[config.mk]
export PLATFORM = sky130hd
export DESIGN_NAME = fetch_unit_flat
export DESIGN_NICKNAME = d
export VERILOG_FILES = /design/src/rtl/fetch_pkg.sv /design/src/rtl/fetch_unit_if.sv /design/src/rtl/fetch_fifo.sv /design/src/rtl/fetch_unit.sv /design/src/flat_wrapper.sv
export SDC_FILE = /design/constraint.sdc
export NUM_CORES = 1
export LEC_CHECK = 0
export ABC_AREA = 1
export ABC_CLOCK_PERIOD_IN_PS = 13700
export CAP_MARGIN = 20
export CORE_MARGIN = 3
export CORE_UTILIZATION = 55
export DETAILED_ROUTE_END_ITERATION = 6
export GPL_TIMING_DRIVEN = 0
export PLACE_DENSITY_LB_ADDON = 0.12
export SLEW_MARGIN = 20
export SYNTH_ARGS = -nofsm -noshare
export SYNTH_HDL_FRONTEND = slang
export SYNTH_SLANG_ARGS = --single-unit
[constraint.sdc]
create_clock -name clk -period 13.7 [get_ports clk]
set_input_delay 4.11 -clock clk [delete_from_list [all_inputs] [get_ports clk]]
set_output_delay 4.11 -clock clk [all_outputs]
set_load 0.01 [all_outputs]
[src/rtl/fetch_pkg.sv]
// Shared types and helpers for the RV32I fetch stage: the buffered fetch entry,
// the canonical NOP encoding and the occupancy-counter width rule.
package fetch_pkg;

  localparam int FETCH_XLEN = 32;
  localparam logic [FETCH_XLEN-1:0] INSTR_NOP = 32'h0000_0013;

  typedef struct packed {
    logic [FETCH_XLEN-1:0] pc;
    logic [FETCH_XLEN-1:0] instr;
  } fetch_entry_t;

  // Counters must hold 0..depth inclusive.
  function automatic int cnt_width(input int depth);
    return $clog2(depth + 1);
  endfunction

endpackage

[src/rtl/fetch_unit_if.sv]
// Fetch-stage bus: imem request/response channels, execute redirect and the
// decode handoff. The fetch unit takes the master side.
interface fetch_unit_if #(parameter int XLEN = 32);

  // Handshakes: a transfer happens on a cycle where valid && ready; the
  // sender holds payload stable while valid && !ready, except that a redirect
  // may withdraw a pending imem request. Responses have no backpressure.
  logic            imem_req_valid;
  logic            imem_req_ready;
  logic [XLEN-1:0] imem_req_addr;
  logic            imem_rsp_valid;
  logic [XLEN-1:0] imem_rsp_data;
  logic            redirect_valid;
  logic [XLEN-1:0] redirect_pc;
  logic            id_valid;
  logic            id_ready;
  logic [XLEN-1:0] id_instr;
  logic [XLEN-1:0] id_pc;

  modport master (
    output imem_req_valid, imem_req_addr, id_valid, id_instr, id_pc,
    input  imem_req_ready, imem_rsp_valid, imem_rsp_data,
           redirect_valid, redirect_pc, id_ready
  );

  modport slave (
    input  imem_req_valid, imem_req_addr, id_valid, id_instr, id_pc,
    output imem_req_ready, imem_rsp_valid, imem_rsp_data,
           redirect_valid, redirect_pc, id_ready
  );

endinterface

[src/rtl/fetch_fifo.sv]
// Synchronous FIFO of fetch entries with flush; flush overrides push and pop.
// The caller never pushes when full nor pops when empty.
module fetch_fifo
  import fetch_pkg::*;
#(
  parameter int DEPTH = 2,
  parameter int CW    = cnt_width(DEPTH)
) (
  input  logic          clk,
  input  logic          rst,
  input  logic          push_i,
  input  logic          pop_i,
  input  logic          flush_i,
  input  fetch_entry_t  data_i,
  output fetch_entry_t  head_o,
  output logic [CW-1:0] count_o
);

  localparam int AW = $clog2(DEPTH);

  fetch_entry_t  mem_q [DEPTH];
  logic [AW-1:0] wr_ptr_q;
  logic [AW-1:0] rd_ptr_q;
  logic [CW-1:0] count_q;

  // DEPTH is a power of two, so the pointers wrap on their own.
  always_ff @(posedge clk or posedge rst) begin
    if (rst) begin
      for (int i = 0; i < DEPTH; i++) mem_q[i] <= '0;
      wr_ptr_q <= '0;
      rd_ptr_q <= '0;
      count_q  <= '0;
    end else if (flush_i) begin
      wr_ptr_q <= '0;
      rd_ptr_q <= '0;
      count_q  <= '0;
    end else begin
      if (push_i) begin
        mem_q[wr_ptr_q] <= data_i;
        wr_ptr_q        <= wr_ptr_q + AW'(1);
      end
      if (pop_i) rd_ptr_q <= rd_ptr_q + AW'(1);
      count_q <= count_q + CW'(push_i) - CW'(pop_i);
    end
  end

  assign head_o  = mem_q[rd_ptr_q];
  assign count_o = count_q;

endmodule

[src/rtl/fetch_unit.sv]
// RV32I stage-1 fetch: owns the PC, issues imem word requests, buffers responses
// for decode and squashes wrong-path responses after a redirect.
// Optional FETCH_PERF_CNT_EN adds bubble and redirect performance counters.
module fetch_unit
  import fetch_pkg::*;
#(
  parameter int              XLEN       = FETCH_XLEN,
  parameter logic [XLEN-1:0] PC_RESET   = '0,
  parameter int              FIFO_DEPTH = 2
) (
  input  logic        clk,
  input  logic        rst,
  fetch_unit_if.master bus
`ifdef FETCH_PERF_CNT_EN
  ,
  output logic [31:0] perf_bubble_cnt,
  output logic [31:0] perf_redirect_cnt
`endif
);

  localparam int CW = cnt_width(FIFO_DEPTH);

  logic [XLEN-1:0] pc_q, pc_d;
  logic [XLEN-1:0] rsp_pc_q, rsp_pc_d;
  logic [CW-1:0]   outstanding_q, outstanding_d;
  logic [CW-1:0]   drop_cnt_q, drop_cnt_d;
  logic [CW-1:0]   fifo_count;
  logic [CW:0]     in_use;
  logic            req_fire, rsp_take, push, pop, id_valid;
  fetch_entry_t    head, push_entry;

  // Issue is capped so every outstanding request has a FIFO slot waiting.
  assign in_use             = {1'b0, outstanding_q} + {1'b0, fifo_count};
  assign bus.imem_req_valid = !rst && !bus.redirect_valid && (in_use < (CW+1)'(FIFO_DEPTH));
  assign bus.imem_req_addr  = pc_q;
  assign req_fire           = bus.imem_req_valid && bus.imem_req_ready;

  assign rsp_take   = bus.imem_rsp_valid && (outstanding_q != '0);
  assign push       = rsp_take && !bus.redirect_valid && (drop_cnt_q == '0);
  assign push_entry = '{pc: rsp_pc_q, instr: bus.imem_rsp_data};

  assign id_valid     = (fifo_count != '0) && !bus.redirect_valid;
  assign pop          = id_valid && bus.id_ready;
  assign bus.id_valid = id_valid;
  assign bus.id_instr = head.instr;
  assign bus.id_pc    = head.pc;

  always_comb begin
    pc_d          = pc_q;
    rsp_pc_d      = rsp_pc_q;
    drop_cnt_d    = drop_cnt_q;
    outstanding_d = outstanding_q + CW'(req_fire) - CW'(rsp_take);
    if (bus.redirect_valid) begin
      // Whatever is still in flight after this cycle belongs to the old path.
      pc_d       = {bus.redirect_pc[XLEN-1:2], 2'b00};
      rsp_pc_d   = {bus.redirect_pc[XLEN-1:2], 2'b00};
      drop_cnt_d = outstanding_q - CW'(rsp_take);
    end else begin
      if (req_fire) pc_d = pc_q + XLEN'(4);
      if (rsp_take) begin
        if (drop_cnt_q != '0) drop_cnt_d = drop_cnt_q - CW'(1);
        else                  rsp_pc_d   = rsp_pc_q + XLEN'(4);
      end
    end
  end

  always_ff @(posedge clk or posedge rst) begin
    if (rst) begin
      pc_q          <= PC_RESET;
      rsp_pc_q      <= PC_RESET;
      outstanding_q <= '0;
      drop_cnt_q    <= '0;
    end else begin
      pc_q          <= pc_d;
      rsp_pc_q      <= rsp_pc_d;
      outstanding_q <= outstanding_d;
      drop_cnt_q    <= drop_cnt_d;
    end
  end

  fetch_fifo #(.DEPTH(FIFO_DEPTH), .CW(CW)) u_fifo (
    .clk     (clk),
    .rst     (rst),
    .push_i  (push),
    .pop_i   (pop),
    .flush_i (bus.redirect_valid),
    .data_i  (push_entry),
    .head_o  (head),
    .count_o (fifo_count)
  );

`ifdef FETCH_PERF_CNT_EN
  logic        redirect_q;
  logic [31:0] bubble_cnt_q, redirect_cnt_q;

  always_ff @(posedge clk or posedge rst) begin
    if (rst) begin
      redirect_q     <= 1'b0;
      bubble_cnt_q   <= '0;
      redirect_cnt_q <= '0;
    end else begin
      redirect_q <= bus.redirect_valid;
      if (bus.id_ready && !id_valid)          bubble_cnt_q   <= bubble_cnt_q + 32'd1;
      if (bus.redirect_valid && !redirect_q)  redirect_cnt_q <= redirect_cnt_q + 32'd1;
    end
  end

  assign perf_bubble_cnt   = bubble_cnt_q;
  assign perf_redirect_cnt = redirect_cnt_q;
`endif

`ifndef SYNTHESIS
  // A response with nothing outstanding is a memory-side protocol error.
  always @(posedge clk) begin
    if (!rst) begin
      assert (!(bus.imem_rsp_valid && (outstanding_q == '0)))
        else $warning("fetch_unit: imem response with no outstanding request ignored");
    end
  end
`endif

endmodule

[src/flat_wrapper.sv]
// flat-port wrapper written by rule: the top's interface ports become plain ports
module fetch_unit_flat import fetch_pkg::*;
#(
  parameter int              XLEN       = FETCH_XLEN,
  parameter logic [XLEN-1:0] PC_RESET   = '0,
  parameter int              FIFO_DEPTH = 2
)
  (clk, rst, bus_imem_req_valid, bus_imem_req_addr, bus_id_valid, bus_id_instr, bus_id_pc, bus_imem_req_ready, bus_imem_rsp_valid, bus_imem_rsp_data, bus_redirect_valid, bus_redirect_pc, bus_id_ready);
  fetch_unit_if #(.XLEN(XLEN)) bus_i ();
  input  logic clk;
  input  logic rst;
  output wire logic [$bits(bus_i.imem_req_valid)-1:0] bus_imem_req_valid;
  output wire logic [$bits(bus_i.imem_req_addr)-1:0] bus_imem_req_addr;
  output wire logic [$bits(bus_i.id_valid)-1:0] bus_id_valid;
  output wire logic [$bits(bus_i.id_instr)-1:0] bus_id_instr;
  output wire logic [$bits(bus_i.id_pc)-1:0] bus_id_pc;
  input wire logic [$bits(bus_i.imem_req_ready)-1:0] bus_imem_req_ready;
  input wire logic [$bits(bus_i.imem_rsp_valid)-1:0] bus_imem_rsp_valid;
  input wire logic [$bits(bus_i.imem_rsp_data)-1:0] bus_imem_rsp_data;
  input wire logic [$bits(bus_i.redirect_valid)-1:0] bus_redirect_valid;
  input wire logic [$bits(bus_i.redirect_pc)-1:0] bus_redirect_pc;
  input wire logic [$bits(bus_i.id_ready)-1:0] bus_id_ready;
  assign bus_imem_req_valid = bus_i.imem_req_valid;
  assign bus_imem_req_addr = bus_i.imem_req_addr;
  assign bus_id_valid = bus_i.id_valid;
  assign bus_id_instr = bus_i.id_instr;
  assign bus_id_pc = bus_i.id_pc;
  assign bus_i.imem_req_ready = bus_imem_req_ready;
  assign bus_i.imem_rsp_valid = bus_imem_rsp_valid;
  assign bus_i.imem_rsp_data = bus_imem_rsp_data;
  assign bus_i.redirect_valid = bus_redirect_valid;
  assign bus_i.redirect_pc = bus_redirect_pc;
  assign bus_i.id_ready = bus_id_ready;
  fetch_unit #(.XLEN(XLEN), .PC_RESET(PC_RESET), .FIFO_DEPTH(FIFO_DEPTH)) u_core (.clk(clk), .rst(rst), .bus(bus_i));
endmodule
After elaboration in Yosys (flattened, before gate mapping)
Cells that the tools add are included.
W data, S select, Z words.
{ "totals": {"ff_bits": 200, "in_bits": 70} }
{ "classes": {"bitwise": 3, "n_addsub": 11, "n_eq_ne": 1, "magnitude_cmp": 4, "n_mux": 19, "reduce_logical": 23} }
{ "op_table": {"columns": ["op", "n"], "rows": [
  ["$mux W64", 4],
  ["$mux W32", 5],
  ["$bwmux W128", 1],
  ["$add A32 B3 Y32 const B", 2],
  ["$demux W64 S1", 1],
  ["$reduce_bool A2 Y1", 8],
  ["$logic_and A1 B1 Y1", 9],
  ["$mux W2", 4],
  ["$reduce_and A2 Y1", 3],
  ["$sub A2 B1 Y2", 3],
  ["$add A2 B1 Y2", 2],
  ["$ge A2 B2 Y1 const B", 2],
  ["$mux W1", 4],
  ["$not A1 Y2", 2],
  ["$add A2 B2 Y3", 1],
  ["$lt A3 B2 Y1 const B", 1],
  ["$add A1 B1 Y1 const B", 2],
  ["$logic_not A1 Y1", 2],
  ["$logic_not A2 Y1", 1],
  ["$lt A2 B1 Y1 const B", 1],
  ["$ne A2 B2 Y1 const B", 1],
  ["$sub A2 B1 Y2 const B", 1],
  ["$not A1 Y1", 1]
]} }

Logic depth before layout (Yosys ltp)
{ "depth": {"word_depth": 7, "depth_mapped": 12, "depth_no_buf": 11} }

By module
From an unflattened synthesis, not the netlist that was laid out.
{ "hier_totals": {"cells_unflattened": 1248, "hier_area_um2": 10667.7} }
{ "by_module_without_submodules": {"columns": ["module", "cells_each", "n_inst", "seq_area_each_um2", "area_each_um2"], "rows": [
  ["fetch_fifo", 574, 1, 3303.2, 6085.8],
  ["fetch_unit", 674, 1, 1601.5, 4581.9]
]} }

Worst setup path after synthesis
OpenSTA, ideal clock, no wires.
{ "synth_path": {"kind": "in2out", "startpoint": "in bus_redirect_valid", "endpoint": "out bus_imem_req_valid", "stages": 4, "t_arrival_ns": 4.649, "path_buffers": 1, "slack_ns": 4.941, "cell_sequence": "inv_2 > clkbuf_1 > nand3_1 > inv_1"} }
{ "synth_via": {"elab_chain_cells": 3} }
{ "synth_rtl": {"columns": ["item", "line_no", "rtl"], "rows": [
  ["from (decl)", "flat_wrapper.sv:20", "input wire logic [$bits(bus_i.redirect_valid)-1:0] bus_redirect_valid;"],
  ["$logic_not A1 Y1", "fetch_unit.sv:34", "assign bus.imem_req_valid = !rst && !bus.redirect_valid && (in_use < (CW+1)'(FIFO_DEPTH));"],
  ["$logic_and A1 B1 Y1 (2 in series)", "fetch_unit.sv:34", null],
  ["to (decl)", "flat_wrapper.sv:12", "output wire logic [$bits(bus_i.imem_req_valid)-1:0] bus_imem_req_valid;"]
]} }
Every way passes these cells.

Worst setup path after layout
Ends and elaborated chain as after synthesis.

==> reports/qor.csv <==
stage,metric,value,unit
status,status,finished clean,
finish,area_growth,25.44,%
pwr,power_density,171.9,nW/um^2
logic_synthesis,synthCells,1257,
logic_synthesis,synth-seq-area-share,0.4834,
logic_synthesis,ys_ff_latch,192,
global_route,track_usage,0.2791,
sta,hold_viol,0,
job,maxCapViolCount,0,
logic_synthesis,ys_types,32,
clock_network,cts.htree.levels,4,
pwr,p_seq_frac,0.404,
placed_design,port_buffers,161,
clock_network,cts_tree,yes,
die,start_util,0.5687,
sta,layout_worst_path_cycle_share,0.7462,
sta,tightest_slew,0.6892,ns
route,firstDrtPassIters,5,
die,die_x,140.4,um
finish,final_util,0.7134,
hold_path,min_path_cells,2,
critical_path,cp.required,9.59,ns
sta,maxSlewViolCount,0,
logic_synthesis,syn_area,9940,um^2
logic_synthesis,yosys_most_used_dff,dfrtp_1,
route,drc,0,
pwr,p_int,1396,uW
critical_path,r2r_cells,9,
sta,setup_viol,0,
clock_network,cts_buffers,17,
global_route,grt.overflow.total,0,
pwr,ir_drop,113.0,uV
hold_path,min_path_type,flip-flop to flip-flop,
placed_design,dp_cells,1648,
sta,min_period,10.22,ns
finish,multi_input_area,4323,um^2
finish,seq_area,4805,um^2
critical_path,startpoint_type,input pin,
critical_path,path_max_fanout,10,
logic_synthesis,yosysWarningCount,0,
sta,clock_skew,0.01102,ns
logic_synthesis,avgSynthCellArea,7.907,um^2
sta,relSlewSlack,0.5405,
global_route,grt_max_degree,70,
finish,num-fill-cells,1416,
finish,antenna_cells,0,
finish,drive_above_1_share,0.1024,
die,core_area,17480,um^2
pwr,p_switching,748.0,uW
clock_network,cts_resized,0,
pwr,p_leak,0.005959,uW
die,dieArea,19720,um^2
finish,nets,1520,
logic_synthesis,synth_edf_count,0,
die,ioPinCount,168,
global_route,antenna_found_initial,0,
finish,stdcell_count,1680,
placed_design,routabilityCongestion,0.9602,
clock_network,cts.clk_slew.worst_paths,0.07,ns
route,routed_via_density,5.315,
clock_network,hold_buffers,0,
pwr,swShare,0.3490,
clock_network,cts_num_sinks,192,
sta,rsz0062_at_grt,no,
route,routedWlPerCell,16.15,um
route,drtIter0Drc,578,
die,die_h,140.4,um
critical_path,cp-end-kind,primary output,
route,finalWirelength,27.13,mm
global_route,grt_pass1_vias,8780,
pwr,pwr-share-clk,0.221,
route,via_count,8930,
critical_path,worstPathArrival,6.11,ns
clock_network,clk_latency,0.44,ns
clock_network,clockBufferDepth,2,
sta,holdWs,0.4816,ns
clock_network,post_cts.repair.setup_buffers,0,
pwr,pwr-share-comb,0.375,
placed_design,dp_hpwl,19.97,mm
sta,max_freq,0.09782,GHz
critical_path,critical_path_class,input pin to primary output,
global_route,grt_pass1_wl,43.96,mm
clock_network,clockRootBuffer,clkbuf_16,
die,rows,48,
sta,finalSetupTns,0,ns
logic_synthesis,async_reset_ff_frac,1.000,
route,drt.antenna.violating_nets,0,
==> power groups by stage <==
stage / clock [uW] / sequential (uW) / combinational (uW)
after global routing: 502 / 889 / 888
after floorplan: 0 / 846 / 453
after detailed placement: 0 / 871 / 805
after global placement: 0 / 863 / 785
final: 474 / 866 / 804
after CTS: 478 / 863 / 810
==> routing by layer <==
metal  vias up  track usage  wire length [um]  share of wire
li1       4371            -                 -              -
met4         0       0.1076               794          0.029
met3        48      0.03756              1306          0.048
met5         -            0                 0              0
met2       260       0.4650             12980           0.48
met1      4251       0.3733             12050           0.44
==> layout make-up <==
class / instances / area share
Buffer: 54 / 0.02238
Clock buffer: 18 / 0.03442
Clock inverter: 14 / 0.01064
Inverter: 145 / 0.04425
Multi-Input combinational cell: 869 / 0.3467
Sequential cell: 192 / 0.3853
Tap cell: 225 / 0.02258
Timing Repair Buffer: 163 / 0.1337
==> cells by family after synthesis <==
kind of cell               Yosys count  share of synthesized area
AOI/OAI and AO/OA                  198                     0.1032
xor gates and xnor gates            14                    0.01234
adders and majority gates            8                    0.01083
buffers and inverters              199                    0.08283
DFF                                192                     0.4834
muxes                               62                    0.07024
other                                1                  0.0003773
and+or+nand+nor                    583                     0.2368
==> path summary, 6_finish.rpt <==
check                                         start                          end  slack (ns)
setup / recovery                 bus_redirect_valid           bus_imem_req_valid        3.48
hold / removal             u_core.u_fifo.mem_q[112]     u_core.u_fifo.mem_q[112]        0.48
setup reg to reg           u_core.u_fifo.count_o[0]      u_core.outstanding_q[1]       11.40
hold reg to reg            u_core.u_fifo.mem_q[112]     u_core.u_fifo.mem_q[112]        0.48
max in group asynchronous                       rst     u_core.u_fifo.mem_q[125]        8.57
min in group asynchronous                       rst  u_core.bus.imem_req_addr[4]        4.12
==> worst max-delay path, stage by stage <==
cell,delay [ns]
clkdlybuf4s50_1,0.54
inv_2,0.18
clkbuf_1,0.50
nand3_1,0.17
inv_1,0.08
clkdlybuf4s50_1,0.53
==> layout by cell type (no fill, tap or decap), types with 17 or more instances in the layout <==
master and count:
a21oi_1 18, clkdlybuf4s50_1 161, nor2_1 88, clkbuf_1 18, dfrtp_1 192, nand2_1 398
inv_1 143, mux2_2 62, o21ai_0 154, buf_2 28, clkbuf_16 17, nand3_1 77
==> through the flow <==
stage	setup WS [ns]	area, um^2	power (uW)
detailed placement	3.504	11910	1675
CTS	3.492	12470	2151
global placement	1.915	11840	1648
global route	3.390	12470	2280
finish	3.477	12470	2144
floorplan	4.363	9951	1300
==> sequential cells by signal, summed over array words and instances (netlist names) <==
register / count
u_core.u_fifo.mem_q: 124
u_core.u_fifo.rd_ptr_q: 1
u_core.bus.imem_req_addr: 30
u_core.outstanding_q: 2
u_core.u_fifo.count_o: 2
u_core.u_fifo.wr_ptr_q: 1
u_core.rsp_pc_q: 30
u_core.drop_cnt_q: 2
==> synthesized netlist by cell type, drive strengths merged (2+ instances only) <==
cell / number / share of area
a21oi: 18 / 0.0091
a31oi: 5 / 0.0031
buf: 37 / 0.022
clkbuf: 17 / 0.0064
dfrtp: 192 / 0.48
ha: 7 / 0.0088
inv: 145 / 0.055
mux2: 62 / 0.070
nand2: 400 / 0.15
nand3: 78 / 0.041
nand4: 2 / 0.0019
nor2: 100 / 0.041
nor3: 3 / 0.0015
o211ai: 4 / 0.0030
o21ai: 164 / 0.083
o21bai: 4 / 0.0030
o221ai: 2 / 0.0018
xnor2: 4 / 0.0035
xor2: 10 / 0.0088
Power figures use the tool's default switching activity.
